### src/rtl/wb_master_arbiter.sv
// Two-master Wishbone arbiter that grants the shared slave bus for whole cycles and alternates under contention.
// Define WB_ARB_TIMEOUT_EN to force-terminate strobes that wait TIMEOUT cycles for an ack.
module wb_master_arbiter #(
    parameter int AW      = 32,
    parameter int DW      = 32,
    parameter int TIMEOUT = 255
) (
    input  logic            clk,
    input  logic            rst_n,

    input  logic            i_m0_cyc,
    input  logic            i_m0_stb,
    input  logic            i_m0_we,
    input  logic [AW-1:0]   i_m0_addr,
    input  logic [DW-1:0]   i_m0_data,
    input  logic [DW/8-1:0] i_m0_sel,
    output logic            o_m0_ack,
    output logic            o_m0_stall,
    output logic [DW-1:0]   o_m0_data,

    input  logic            i_m1_cyc,
    input  logic            i_m1_stb,
    input  logic            i_m1_we,
    input  logic [AW-1:0]   i_m1_addr,
    input  logic [DW-1:0]   i_m1_data,
    input  logic [DW/8-1:0] i_m1_sel,
    output logic            o_m1_ack,
    output logic            o_m1_stall,
    output logic [DW-1:0]   o_m1_data,

    output logic            o_s_cyc,
    output logic            o_s_stb,
    output logic            o_s_we,
    output logic [AW-1:0]   o_s_addr,
    output logic [DW-1:0]   o_s_data,
    output logic [DW/8-1:0] o_s_sel,
    input  logic            i_s_ack,
    input  logic            i_s_stall,
    input  logic [DW-1:0]   i_s_data,

    output logic [1:0]      o_grant,
    output logic            o_timeout
);

    typedef enum logic [1:0] {
        IDLE = 2'd0,
        GNT0 = 2'd1,
        GNT1 = 2'd2
    } state_t;

    state_t     state_q, state_d;
    logic       last_q, last_d;
    logic [1:0] grant_q, grant_d;

    logic            m_cyc;
    logic            m_stb;
    logic            m_we;
    logic [AW-1:0]   m_addr;
    logic [DW-1:0]   m_data;
    logic [DW/8-1:0] m_sel;

    logic            resp_ack;
    logic            resp_stall;
    logic [DW-1:0]   resp_data;
    logic            timeout_hit;

    // Passing through IDLE between every grant keeps ownership changes clean and makes alternation fair.
    always_comb begin
        state_d = state_q;
        last_d  = last_q;
        case (state_q)
            IDLE: begin
                if (i_m0_cyc && (!i_m1_cyc || last_q)) begin
                    state_d = GNT0;
                    last_d  = 1'b0;
                end else if (i_m1_cyc) begin
                    state_d = GNT1;
                    last_d  = 1'b1;
                end
            end
            GNT0: begin
                if (!i_m0_cyc) begin
                    state_d = IDLE;
                end
            end
            GNT1: begin
                if (!i_m1_cyc) begin
                    state_d = IDLE;
                end
            end
            default: begin
                state_d = IDLE;
            end
        endcase
        grant_d = {state_d == GNT1, state_d == GNT0};
    end

    always_ff @(posedge clk or negedge rst_n) begin
        if (!rst_n) begin
            state_q <= IDLE;
            last_q  <= 1'b1;
            grant_q <= 2'b00;
        end else begin
            state_q <= state_d;
            last_q  <= last_d;
            grant_q <= grant_d;
        end
    end

    assign o_grant = grant_q;

    always_comb begin
        m_cyc  = i_m0_cyc;
        m_stb  = i_m0_stb;
        m_we   = i_m0_we;
        m_addr = i_m0_addr;
        m_data = i_m0_data;
        m_sel  = i_m0_sel;
        if (state_q == GNT1) begin
            m_cyc  = i_m1_cyc;
            m_stb  = i_m1_stb;
            m_we   = i_m1_we;
            m_addr = i_m1_addr;
            m_data = i_m1_data;
            m_sel  = i_m1_sel;
        end
    end

`ifdef WB_ARB_TIMEOUT_EN
    logic [15:0] tmo_cnt_q, tmo_cnt_d;

    // The counter value is the number of earlier stalled cycles, so the forced ack lands in stalled cycle TIMEOUT.
    always_comb begin
        tmo_cnt_d   = '0;
        timeout_hit = 1'b0;
        if (state_q != IDLE && m_cyc && m_stb && !i_s_ack) begin
            if (tmo_cnt_q == 16'(TIMEOUT - 1)) begin
                timeout_hit = 1'b1;
            end else begin
                tmo_cnt_d = tmo_cnt_q + 16'd1;
            end
        end
    end

    always_ff @(posedge clk or negedge rst_n) begin
        if (!rst_n) begin
            tmo_cnt_q <= '0;
        end else begin
            tmo_cnt_q <= tmo_cnt_d;
        end
    end
`else
    logic unused_timeout_param;

    assign timeout_hit          = 1'b0;
    assign unused_timeout_param = (TIMEOUT != 0);
`endif

    always_comb begin
        o_s_cyc    = 1'b0;
        o_s_stb    = 1'b0;
        o_s_we     = 1'b0;
        o_s_addr   = '0;
        o_s_data   = '0;
        o_s_sel    = '0;
        resp_ack   = 1'b0;
        resp_stall = 1'b1;
        resp_data  = '0;
        o_timeout  = 1'b0;
        if (state_q != IDLE) begin
            o_s_cyc    = m_cyc;
            o_s_stb    = m_stb;
            o_s_we     = m_we;
            o_s_addr   = m_addr;
            o_s_data   = m_data;
            o_s_sel    = m_sel;
            resp_ack   = i_s_ack & m_cyc;
            resp_stall = i_s_stall;
            resp_data  = i_s_data;
            if (timeout_hit) begin
                o_s_cyc   = 1'b0;
                o_s_stb   = 1'b0;
                resp_ack  = 1'b1;
                resp_data = '1;
                o_timeout = 1'b1;
            end
        end
    end

    // The master without the grant is held off with a permanent stall.
    always_comb begin
        o_m0_ack   = 1'b0;
        o_m0_stall = 1'b1;
        o_m0_data  = '0;
        o_m1_ack   = 1'b0;
        o_m1_stall = 1'b1;
        o_m1_data  = '0;
        if (state_q == GNT0) begin
            o_m0_ack   = resp_ack;
            o_m0_stall = resp_stall;
            o_m0_data  = resp_data;
        end else if (state_q == GNT1) begin
            o_m1_ack   = resp_ack;
            o_m1_stall = resp_stall;
            o_m1_data  = resp_data;
        end
    end

endmodule

### config.mk
export PLATFORM = sky130hd
export DESIGN_NAME = wb_master_arbiter
export DESIGN_NICKNAME = d
export VERILOG_FILES = /design/src/rtl/wb_master_arbiter.sv
export SDC_FILE = /design/constraint.sdc
export NUM_CORES = 1
export LEC_CHECK = 0
export ABC_AREA = 1
export BUFFER_PORTS_ARGS = -buffer_cell sky130_fd_sc_hd__buf_2
export CORE_AREA = 2 2 124 126
export CTS_CLUSTER_DIAMETER = 30
export DETAILED_ROUTE_END_ITERATION = 6
export DIE_AREA = 0 0 126 128
export SLEW_MARGIN = 5
export SYNTH_ARGS = -nofsm -noshare
export SYNTH_HDL_FRONTEND = slang
export SYNTH_SLANG_ARGS = --single-unit
### constraint.sdc
create_clock -name clk -period 2 [get_ports clk]
set_input_delay 0.1 -clock clk [delete_from_list [all_inputs] [get_ports clk]]
set_output_delay 0.1 -clock clk [all_outputs]
set_load 0.05 [all_outputs]
Word-level counts from Yosys, hierarchy flattened
Cells that the tools add are included.

storage, ports and cells
  register bits = 5
  memories = 0
  latch bits = 0
  ROM bits = 0
  logic and storage cells = 46
  memory bits (writable) = 0
  output and inout bits = 142
  input port bits = 178

operators by class
  multipliers = 0
  eq/ne operators = 4
  mux-type cells = 31
  order comparisons = 0
  reduce and logical (&&, ||, !) cells = 7
  div/mod/pow operators = 0
  bitwise operators = 1
  shift-type cells = 0
  add/subtract/negate cells = 0

operator list
  cell                                                                   number
  32-bit two-way mux                                                     8
  1-bit two-way mux                                                      16
  2-bit two-way mux                                                      4
  4-bit two-way mux                                                      2
  2-bit one-hot mux with 3 select lines                                  1
  2-bit by 1-bit equality test with 1-bit output, second input constant  2
  2-bit equality test, second input constant                             2
  2-bit nonzero test                                                     2
  2-bit logical NOT                                                      1
  2-bit AND reduction                                                    1
  1-bit AND                                                              1
  1-bit logical AND                                                      1
  1-bit logical NOT                                                      1
  1-bit logical OR                                                       1

Logic depth before layout (Yosys ltp)
Gate-level depths: netlist of run 1.

  depth after elaboration = 6
  mapped depth = 6
  gate-level depth less buffers = 5

Worst setup path after synthesis of run 1
Ideal clock, no wire load.

  path type = register -> output
  start = register state_q[0]
  end = output o_m1_ack
  path buffers = 0
  slack = 0.243 ns
  data required time = 1.900 ns
  arrival = 1.657 ns
  cell stages (with the launch flop) = 6
  path through = dfrtp_1 -> inv_2 -> nand3_1 -> nand2_1 -> nand2_1 -> nor2_1

on the way
  cells in the longest elaborated chain, start to end = 6
  elaborated cells on any way between the ends = 8
  those cells by class = 2 x eq/ne; 4 x mux; 1 x bitwise; 1 x reduce/logical

ends and longest elaborated chain
  item                    RTL line  RTL
  start, declared         51        state_t state_q, state_d;
  start signal, assigned  104       state_q <= state_d;
  2-bit equality test     119, 202
  1-bit two-way mux       119       if (state_q == GNT1) begin
  1-bit AND               177       resp_ack = i_s_ack & m_cyc;
  1-bit two-way mux       170       if (state_q != IDLE) begin
  1-bit two-way mux       202       end else if (state_q == GNT1) begin
  1-bit two-way mux *     198       if (state_q == GNT0) begin
  end, declared           27        output logic o_m1_ack,

Mark *: on every way between the ends. The rest lies on a longest branch, timed or not.

Worst setup path after layout of run 1
  start = register state_q[0]
  end = output o_s_addr[16]

on the way
  cells in the longest elaborated chain, start to end = 3
  elaborated cells on any way between the ends = 4
  those cells by class = 1 x eq/ne; 2 x mux; 1 x reduce/logical

ends and longest elaborated chain
  item                  RTL line  RTL
  2-bit equality test   119
  32-bit two-way mux    119
  32-bit two-way mux *  170
  end, declared         34        output logic [AW-1:0] o_s_addr,

Marked as above.

==> impl_metrics.sql, run 1 <==
INSERT INTO impl_metrics (metric_group, metric, value, unit) VALUES
('setup_path', 'worstSetupEndpointType', 'primary output', ''),
('setup_path', 'setup.worst_path.start_class', 'register', ''),
('logic_synthesis', 'syn_avg_cell_area', '4.21', 'um^2'),
('sta', 'max_clock_freq', '595', 'MHz'),
('sta', 'finalHoldWorstSlack', '201', 'ps'),
('floorplan', 'design.die.area', '16100', 'um^2'),
('sta', 'fin_setup_tns', '0', 'ps'),
('floorplan', 'pin_count', '320', ''),
('floorplan', 'die-height', '128', 'um'),
('global_routing', 'grt_pass1_vias', '2626', ''),
('finish', 'num-nets-final', '847', ''),
('job', 'max_cap_violations', '0', ''),
('logic_synthesis', 'postSynthCellCount', '361', ''),
('floorplan', 'start_util', '10.2', '%'),
('setup_path', 'setup.worst_path.class', 'reg2out', ''),
('cts', 'cts_sinks', '5', ''),
('global_routing', 'grt_first_pass_wirelength', '12500', 'um'),
('sta', 'final_worst_path_cycle_share', '84.0', '%'),
('floorplan', 'die_width', '126', 'um'),
('logic_synthesis', 'yosys_register_bits', '5', ''),
('finish', 'seq_area', '128', 'um^2'),
('power_and_ir_drop', 'vdd_drop_max', '0.276', 'mV'),
('global_routing', 'number_of_antenna_violations_at_the_first_check_in_global_routing', '0', ''),
('setup_path', 'timing.critical_path.arrival', '1580', 'ps'),
('cts', 'htreeDepth', '1', ''),
('cts', 'cts_clock_pin_slew_for_the_worst_setup_and_hold_paths', '30', 'ps'),
('cts', 'cts_buffers', '3', ''),
('cts', 'ctsResizeCount', '0', ''),
('sta', 'finalHoldViolCount', '0', ''),
('min_path', 'min_path_type', 'in2reg', ''),
('global_routing', 'global_route.usage.total', '9.33', '%'),
('logic_synthesis', 'syn_area', '1520', 'um^2'),
('placement', 'post-dp-hpwl', '7440', 'um'),
('finish', 'flow.area_growth_from_synthesis', '129', '%'),
('cts', 'clk_latency', '230', 'ps'),
('logic_synthesis', 'synth.lib_cells_used.distinct', '14', ''),
('cts', 'max-clock-path-buffers', '2', ''),
('setup_path', 'rr_worst_depth', '4', ''),
('setup_path', 'crit_path_max_fanout', '30', ''),
('placement', 'routabilityCongestion', '0.759', ''),
('sta', 'slew_headroom', '64.8', '%'),
('sta', 'finalSetupViolCount', '0', ''),
('outcome', 'outcome', 'finished clean', ''),
('sta', 'count_of_pins_over_their_slew_limit', '0', ''),
('detailed_routing', 'routed_wire_length_per_instance', '10.0', 'um'),
('finish', 'final_common_cell', 'sky130_fd_sc_hd__buf_2', ''),
('logic_synthesis', 'seq_total_area_yosys', '8.31', '%'),
('min_path', 'min_path_cells', '3', ''),
('finish', 'antenna_cells_inserted', '0', ''),
('global_routing', 'grt_start_max_net_pins', '54', ''),
('detailed_routing', 'avgViaCountPerCell', '3.60', ''),
('detailed_routing', 'final_wl', '8560', 'um'),
('setup_path', 'critical_path_required', '1900', 'ps'),
('sta', 'timing.clock.skew', '0.924', 'ps'),
('finish', 'final_core_util', '23.4', '%'),
('logic_synthesis', 'yosysWarnings', '0', ''),
('detailed_routing', 'dr_total_vias', '3079', ''),
('finish', 'mostFrequentLayoutCells', '311 x sky130_fd_sc_hd__buf_2, 217 x sky130_fd_sc_hd__nand2_1, 66 x sky130_fd_sc_hd__nor2_1', ''),
('detailed_routing', 'detailedRoute.firstPassIterationCount', '4', ''),
('floorplan', 'placeableCoreArea', '14900', 'um^2'),
('placement', 'io_buffers', '318', ''),
('cts', 'cts.root.buffer_cell', 'sky130_fd_sc_hd__clkbuf_16', ''),
('finish', 'drive_above_1_share', '49.7', '%'),
('detailed_routing', 'drt_initial_violations', '53', ''),
('cts', 'clock_tree_from_tritoncts', 'built', ''),
('power_and_ir_drop', 'leakagePower', '2.55', 'nW'),
('detailed_routing', 'dr_drc_count', '0', ''),
('floorplan', 'placementRows', '45', ''),
('power_and_ir_drop', 'power.density', '996', 'nW/um^2'),
('sta', 'final_period_minus_worst_setup_slack', '1680', 'ps'),
('global_routing', 'remaining_global_route_overflow', '0', ''),
('detailed_routing', 'ant_nets', '0', ''),
('sta', 'worst_pin_slew', '528', 'ps'),
('sta', 'setup_repair_after_global_routing_missed_its_margin', 'no', ''),
('finish', 'nFillCells', '1739', ''),
('logic_synthesis', 'synth_fp_nets', '539', ''),
('finish', 'multiInputGateArea', '1120', 'um^2');
[area by class of cell]
| cell class | instances | area share (%) |
|---|---|---|
| timing repair buffer | 325 | 50.7 |
| multi-input combinational | 293 | 32.2 |
| sequential | 5 | 3.67 |
| inverter | 41 | 4.42 |
| tap | 188 | 6.76 |
| clock buffer | 4 | 2.27 |
[cells in the mapped netlist]
master,instances,area (um^2)
sky130_fd_sc_hd__conb_1,1,3.75
sky130_fd_sc_hd__buf_4,5,37.5
sky130_fd_sc_hd__dfstp_2,1,26.3
sky130_fd_sc_hd__nand2_1,217,815
sky130_fd_sc_hd__a21oi_1,2,10.0
sky130_fd_sc_hd__inv_1,39,146
sky130_fd_sc_hd__nand2_4,1,11.3
sky130_fd_sc_hd__dfrtp_1,4,100
sky130_fd_sc_hd__nand4_1,1,6.26
sky130_fd_sc_hd__o21ai_0,2,10.0
sky130_fd_sc_hd__inv_2,2,7.51
sky130_fd_sc_hd__nand3_1,3,15.0
sky130_fd_sc_hd__buf_2,17,85.1
sky130_fd_sc_hd__nor2_1,66,248
[report_power, final]
part | switching (mW) | internal [mW] | leakage (nW)
clock | 0.0628 | 0.264 | 0.0382
combinational | 2.29 | 0.697 | 2.45
sequential | 0.0139 | 0.135 | 0.0600
[flip-flops by register name, indices dropped and copies added, names as in the netlist]
name / cells
state_q: 2
last_q: 1
o_grant: 2
[logic make-up (layout without fill, tap and decap cells)]
kind of cell | count (synthesis) | count (layout) | synth area share [%]
simple gates | 288 | 288 | 72.0
buf+inv | 63 | 370 | 18.2
flops | 5 | 5 | 8.31
compound gates | 4 | 4 | 1.32
other cells | 1 | 1 | 0.246
[layer usage]
layer	vias up	wire, um	GRT usage [%]
met5	-	0	0
met4	0	21	0.776
met3	4	839	1.75
met2	194	4560	18.9
met1	1241	3140	10.4
li1	1640	-	-
[metrics by stage]
stage	instances	worst slack, ps	cell area (um^2)	power [mW]
2_1_floorplan	361	243	1520	2.33
3_3_place_gp	851	516	3390	3.16
3_5_place_dp	851	529	3390	3.16
4_1_cts	856	269	3480	3.51
5_1_grt	856	192	3480	3.68
6_report	856	320	3480	3.46
[worst max-delay path, cell delays in order (launching register included)]
cell	delay (ps)
sky130_fd_sc_hd__dfrtp_2	400
sky130_fd_sc_hd__inv_2	80
sky130_fd_sc_hd__nand2_4	50
sky130_fd_sc_hd__inv_2	70
sky130_fd_sc_hd__buf_4	290
sky130_fd_sc_hd__nand2_1	100
sky130_fd_sc_hd__nand2_1	80
sky130_fd_sc_hd__buf_2	260
[path summary, 6_finish.rpt]
kind / from / endpoint / slack, ps
worst max-delay path: state_q[0]$_DFF_PN0_ / o_s_addr[16] / 320
worst min-delay path: i_m0_cyc / o_grant[0]$_DFF_PN0_ / 200
worst max register to register: state_q[0]$_DFF_PN0_ / state_q[1]$_DFF_PN0_ / 680
worst min register to register: last_q$_DFFE_PN1P_ / last_q$_DFFE_PN1P_ / 480
max in group asynchronous: rst_n / last_q$_DFFE_PN1P_ / 1570
min in group asynchronous: rst_n / o_grant[1]$_DFF_PN0_ / 220
[timing repair]
action | CTS | global route
buffers inserted | 0 | 0
hold endpoints to repair | 5 | 0
hold buffers | 1 | 0
(Power assumes the default switching activity.)
==> run 2: changes to the inputs <==
--- a/config.mk
+++ b/config.mk
@@ -5,12 +5,12 @@
 export SDC_FILE = /design/constraint.sdc
 export NUM_CORES = 1
 export LEC_CHECK = 0
-export ABC_AREA = 1
+export ABC_AREA = 0
 export BUFFER_PORTS_ARGS = -buffer_cell sky130_fd_sc_hd__buf_2
-export CORE_AREA = 2 2 124 126
+export CORE_AREA = 2 2 125 127
 export CTS_CLUSTER_DIAMETER = 30
 export DETAILED_ROUTE_END_ITERATION = 6
-export DIE_AREA = 0 0 126 128
+export DIE_AREA = 0 0 127 129
 export SLEW_MARGIN = 5
 export SYNTH_ARGS = -nofsm -noshare
 export SYNTH_HDL_FRONTEND = slang
==> constraint.sdc (replaced) <==
create_clock -name clk -period 1.6 [get_ports clk]
set_input_delay 0.08 -clock clk [delete_from_list [all_inputs] [get_ports clk]]
set_output_delay 0.08 -clock clk [all_outputs]
set_load 0.05 [all_outputs]
==> run 2 against run 1 <==
Against the previous run: via count is 12% lower; sequential power increased by 37%; count of clock-buffer cells in the layout is the same.
==> impl_metrics.sql, run 2 <==
INSERT INTO impl_metrics (metric_group, metric, value, unit) VALUES
('logic_synthesis', 'yosysWarnings', '0', ''),
('logic_synthesis', 'postSynth.asyncResetShare', '100', '%'),
('sta', 'finalSetupViolCount', '0', ''),
('setup_path', 'timing.critical_path.arrival', '1500', 'ps'),
('setup_path', 'max_stage_delay', '390', 'ps'),
('detailed_routing', 'dr_total_vias', '2702', ''),
('logic_synthesis', 'synth-adder-area-share', '0', '%'),
('power_and_ir_drop', 'power.density', '1250', 'nW/um^2'),
('finish', 'nFillCells', '1625', ''),
('cts', 'cts_buffers', '3', ''),
('power_and_ir_drop', 'leakagePower', '2.19', 'nW'),
('placement', 'dpl_worst_slack', '149', 'ps'),
('floorplan', 'design.die.area', '16400', 'um^2'),
('cts', 'cts_sinks', '5', ''),
('logic_synthesis', 'synth-compound-area-share', '46.9', '%'),
('sta', 'max_clock_freq', '634', 'MHz'),
('sta', 'setup_repair_after_global_routing_missed_its_margin', 'yes', ''),
('logic_synthesis', 'synth-simple-area-share', '33.3', '%'),
('cts', 'cts.root.buffer_cell', 'sky130_fd_sc_hd__clkbuf_16', ''),
('global_routing', 'grt_use_met3', '2.00', '%'),
('global_routing', 'grt-busiest-layer', 'met2', ''),
('sta', 'final_period_minus_worst_setup_slack', '1580', 'ps'),
('setup_path', 'setup.worst_path.start_class', 'register', ''),
('setup_path', 'worstSetupEndpointType', 'primary output', ''),
('floorplan', 'pin_count', '320', ''),
('logic_synthesis', 'synthMuxAreaShare', '0', '%'),
('sta', 'count_of_pins_over_their_slew_limit', '0', ''),
('global_routing', 'grt_pass1_vias', '2437', ''),
('global_routing', 'grt_start_max_net_pins', '53', ''),
('cts', 'htreeDepth', '1', ''),
('cts', 'cts_clock_pin_slew_for_the_worst_setup_and_hold_paths', '30', 'ps'),
('logic_synthesis', 'postSynthCellCount', '180', ''),
('setup_path', 'worst-path-buf-inv', '3', ''),
('setup_path', 'path_depth', '5', ''),
('placement', 'numPlacedInstances', '668', ''),
('sta', 'final_worst_path_cycle_share', '98.6', '%'),
('cts', 'clk_latency', '230', 'ps'),
('detailed_routing', 'ant_nets', '0', ''),
('setup_path', 'critPathSlowestCell', 'sky130_fd_sc_hd__dfrtp_1', ''),
('finish', 'drive_above_1_share', '69.8', '%'),
('logic_synthesis', 'syn_area', '1400', 'um^2'),
('global_routing', 'global_route.usage.total', '8.95', '%'),
('logic_synthesis', 'cell_type_with_the_largest_total_area_after_synthesis', 'sky130_fd_sc_hd__a22o_1', ''),
('job', 'max_cap_violations', '0', ''),
('placement', 'routabilityCongestion', '0.757', ''),
('logic_synthesis', 'synth.lib_cells_used.distinct', '17', ''),
('sta', 'finalHoldViolCount', '0', ''),
('setup_path', 'setup.worst_path.class', 'reg2out', ''),
('detailed_routing', 'dr_drc_count', '0', ''),
('finish', 'flow.area_growth_from_synthesis', '180', '%'),
('placement', 'io_buffers', '318', ''),
('sta', 'timing.clock.skew', '1.40', 'ps'),
('logic_synthesis', 'yosys-top-cells-count', '71 x sky130_fd_sc_hd__a22o_1, 64 x sky130_fd_sc_hd__and2_1, 10 x sky130_fd_sc_hd__clkbuf_1', ''),
('setup_path', 'timing.critical_path.cells', 'nor2b_4, buf_4, clkbuf_16, a22o_4, buf_6', ''),
('detailed_routing', 'final_wl', '9590', 'um'),
('finish', 'num-nets-final', '672', ''),
('logic_synthesis', 'post-synth-top-count-cell', 'sky130_fd_sc_hd__a22o_1', ''),
('cts', 'max-clock-path-buffers', '2', ''),
('logic_synthesis', 'ys_top_cells_by_area', 'sky130_fd_sc_hd__a22o_1 44%, sky130_fd_sc_hd__and2_1 29%, sky130_fd_sc_hd__dfrtp_1 7.2%', ''),
('finish', 'mostFrequentLayoutCells', '218 x sky130_fd_sc_hd__buf_2, 65 x sky130_fd_sc_hd__a22o_1, 64 x sky130_fd_sc_hd__and2_1', ''),
('setup_path', 'rr_worst_depth', '3', ''),
('logic_synthesis', 'synth-main-ff-cell', 'sky130_fd_sc_hd__dfrtp_1', ''),
('floorplan', 'placeableCoreArea', '15000', 'um^2'),
('sta', 'fin_setup_tns', '0', 'ps'),
('global_routing', 'groute.layer.met2.usage', '18.5', '%'),
('setup_path', 'critical_path_required', '1520', 'ps'),
('floorplan', 'start_util', '9.34', '%'),
('min_path', 'min_path_type', 'in2async', ''),
('logic_synthesis', 'syn_avg_cell_area', '7.77', 'um^2'),
('logic_synthesis', 'synth_fp_nets', '358', ''),
('sta', 'final_critical_path_setup_slack', '21.6', 'ps'),
('logic_synthesis', 'synthesized_area_fraction_occupied_by_xor_and_xnor_cells', '0', '%'),
('global_routing', 'number_of_antenna_violations_at_the_first_check_in_global_routing', '2', ''),
('placement', 'post-dp-hpwl', '7320', 'um'),
('floorplan', 'placementRows', '45', ''),
('finish', 'final_common_cell', 'sky130_fd_sc_hd__buf_2', ''),
('setup_path', 'crit_path_max_fanout', '14', ''),
('logic_synthesis', 'synth_enable_flop_cells', '0', ''),
('logic_synthesis', 'yosys_register_bits', '5', ''),
('logic_synthesis', 'yosys.area.top_type_share', '44.5', '%'),
('detailed_routing', 'avgViaCountPerCell', '3.97', ''),
('detailed_routing', 'detailedRoute.firstPassIterationCount', '4', ''),
('power_and_ir_drop', 'totalPowerFinal', '4.91', 'mW'),
('outcome', 'outcome', 'finished clean', ''),
('global_routing', 'global_route.usage.met1', '9.33', '%'),
('global_routing', 'grt_first_pass_wirelength', '11600', 'um'),
('setup_path', 'critical_path.top_delay_family', 'buffers and inverters', ''),
('power_and_ir_drop', 'vdd_drop_max', '0.338', 'mV'),
('detailed_routing', 'routed_wire_length_per_instance', '14.1', 'um'),
('finish', 'antenna_cells_inserted', '0', ''),
('cts', 'clock_tree_from_tritoncts', 'built', ''),
('detailed_routing', 'drt_initial_violations', '42', ''),
('floorplan', 'die_width', '127', 'um'),
('finish', 'stdcell_count', '681', ''),
('floorplan', 'die-height', '129', 'um'),
('logic_synthesis', 'synth_top_family_by_area', 'compound AO/OA/AOI/OAI gates', ''),
('logic_synthesis', 'seq_total_area_yosys', '9.03', '%'),
('global_routing', 'remaining_global_route_overflow', '0', '');
run 2: metal layers:
metal  wire length [um]  vias to the layer above
li1                   -                     1299
met1               3360                     1196
met2               5160                      191
met3                912                       14
met4                140                        2
met5                 12                        -
run 2: final cells by class:
type,instances,area [um^2],area share [%]
tap,188,235,6.00
clock buffer,4,78.8,2.01
multi-input combinational,151,1180,30.2
timing repair buffer,333,2290,58.5
sequential,5,128,3.26
run 2: logic make-up (layout without fill, tap and decap cells):
logic type | after synthesis | count (layout)
AO/OA/AOI/OAI | 76 | 76
other | 1 | 1
flip-flops | 5 | 5
buffers and inverters | 24 | 337
AND/OR/NAND/NOR | 74 | 74
run 2: final timing paths:
kind / start / end / slack [ps]
min reg2reg: last_q$_DFFE_PN1P_ / last_q$_DFFE_PN1P_ / 530
min in group clk: i_m1_cyc / o_grant[1]$_DFF_PN0_ / 240
min: rst_n / state_q[0]$_DFF_PN0_ / 230
max in group asynchronous: rst_n / last_q$_DFFE_PN1P_ / 1150
max reg2reg: state_q[0]$_DFF_PN0_ / o_grant[0]$_DFF_PN0_ / 500
max: state_q[1]$_DFF_PN0_ / o_s_data[12] / 20
run 2: repair_timing:
item	CTS	global route
cloned	1	3
pin swaps	0	0
endpoints found under the hold margin	5	0
endpoints found under the setup margin	93	86
buffers inserted	4	0
gates resized for setup	49	92
hold buffers	1	0
run 2: power by group:
group,total (mW),switching (mW),internal (mW),leakage (nW)
clock,0.411,0.0812,0.330,0.0382
combinational,4.30,2.79,1.51,2.09
sequential,0.204,0.0338,0.170,0.0601
run 2: per-stage QoR:
stage,hold slack (ps),instance area [um^2],utilization (%)
after global routing,252,3920,26.2
after floorplan,-216,1400,-
final,234,3920,26.2
after global placement,-95.8,3290,21.9
after CTS,244,3550,23.7
after detailed placement,-91.5,3290,21.9
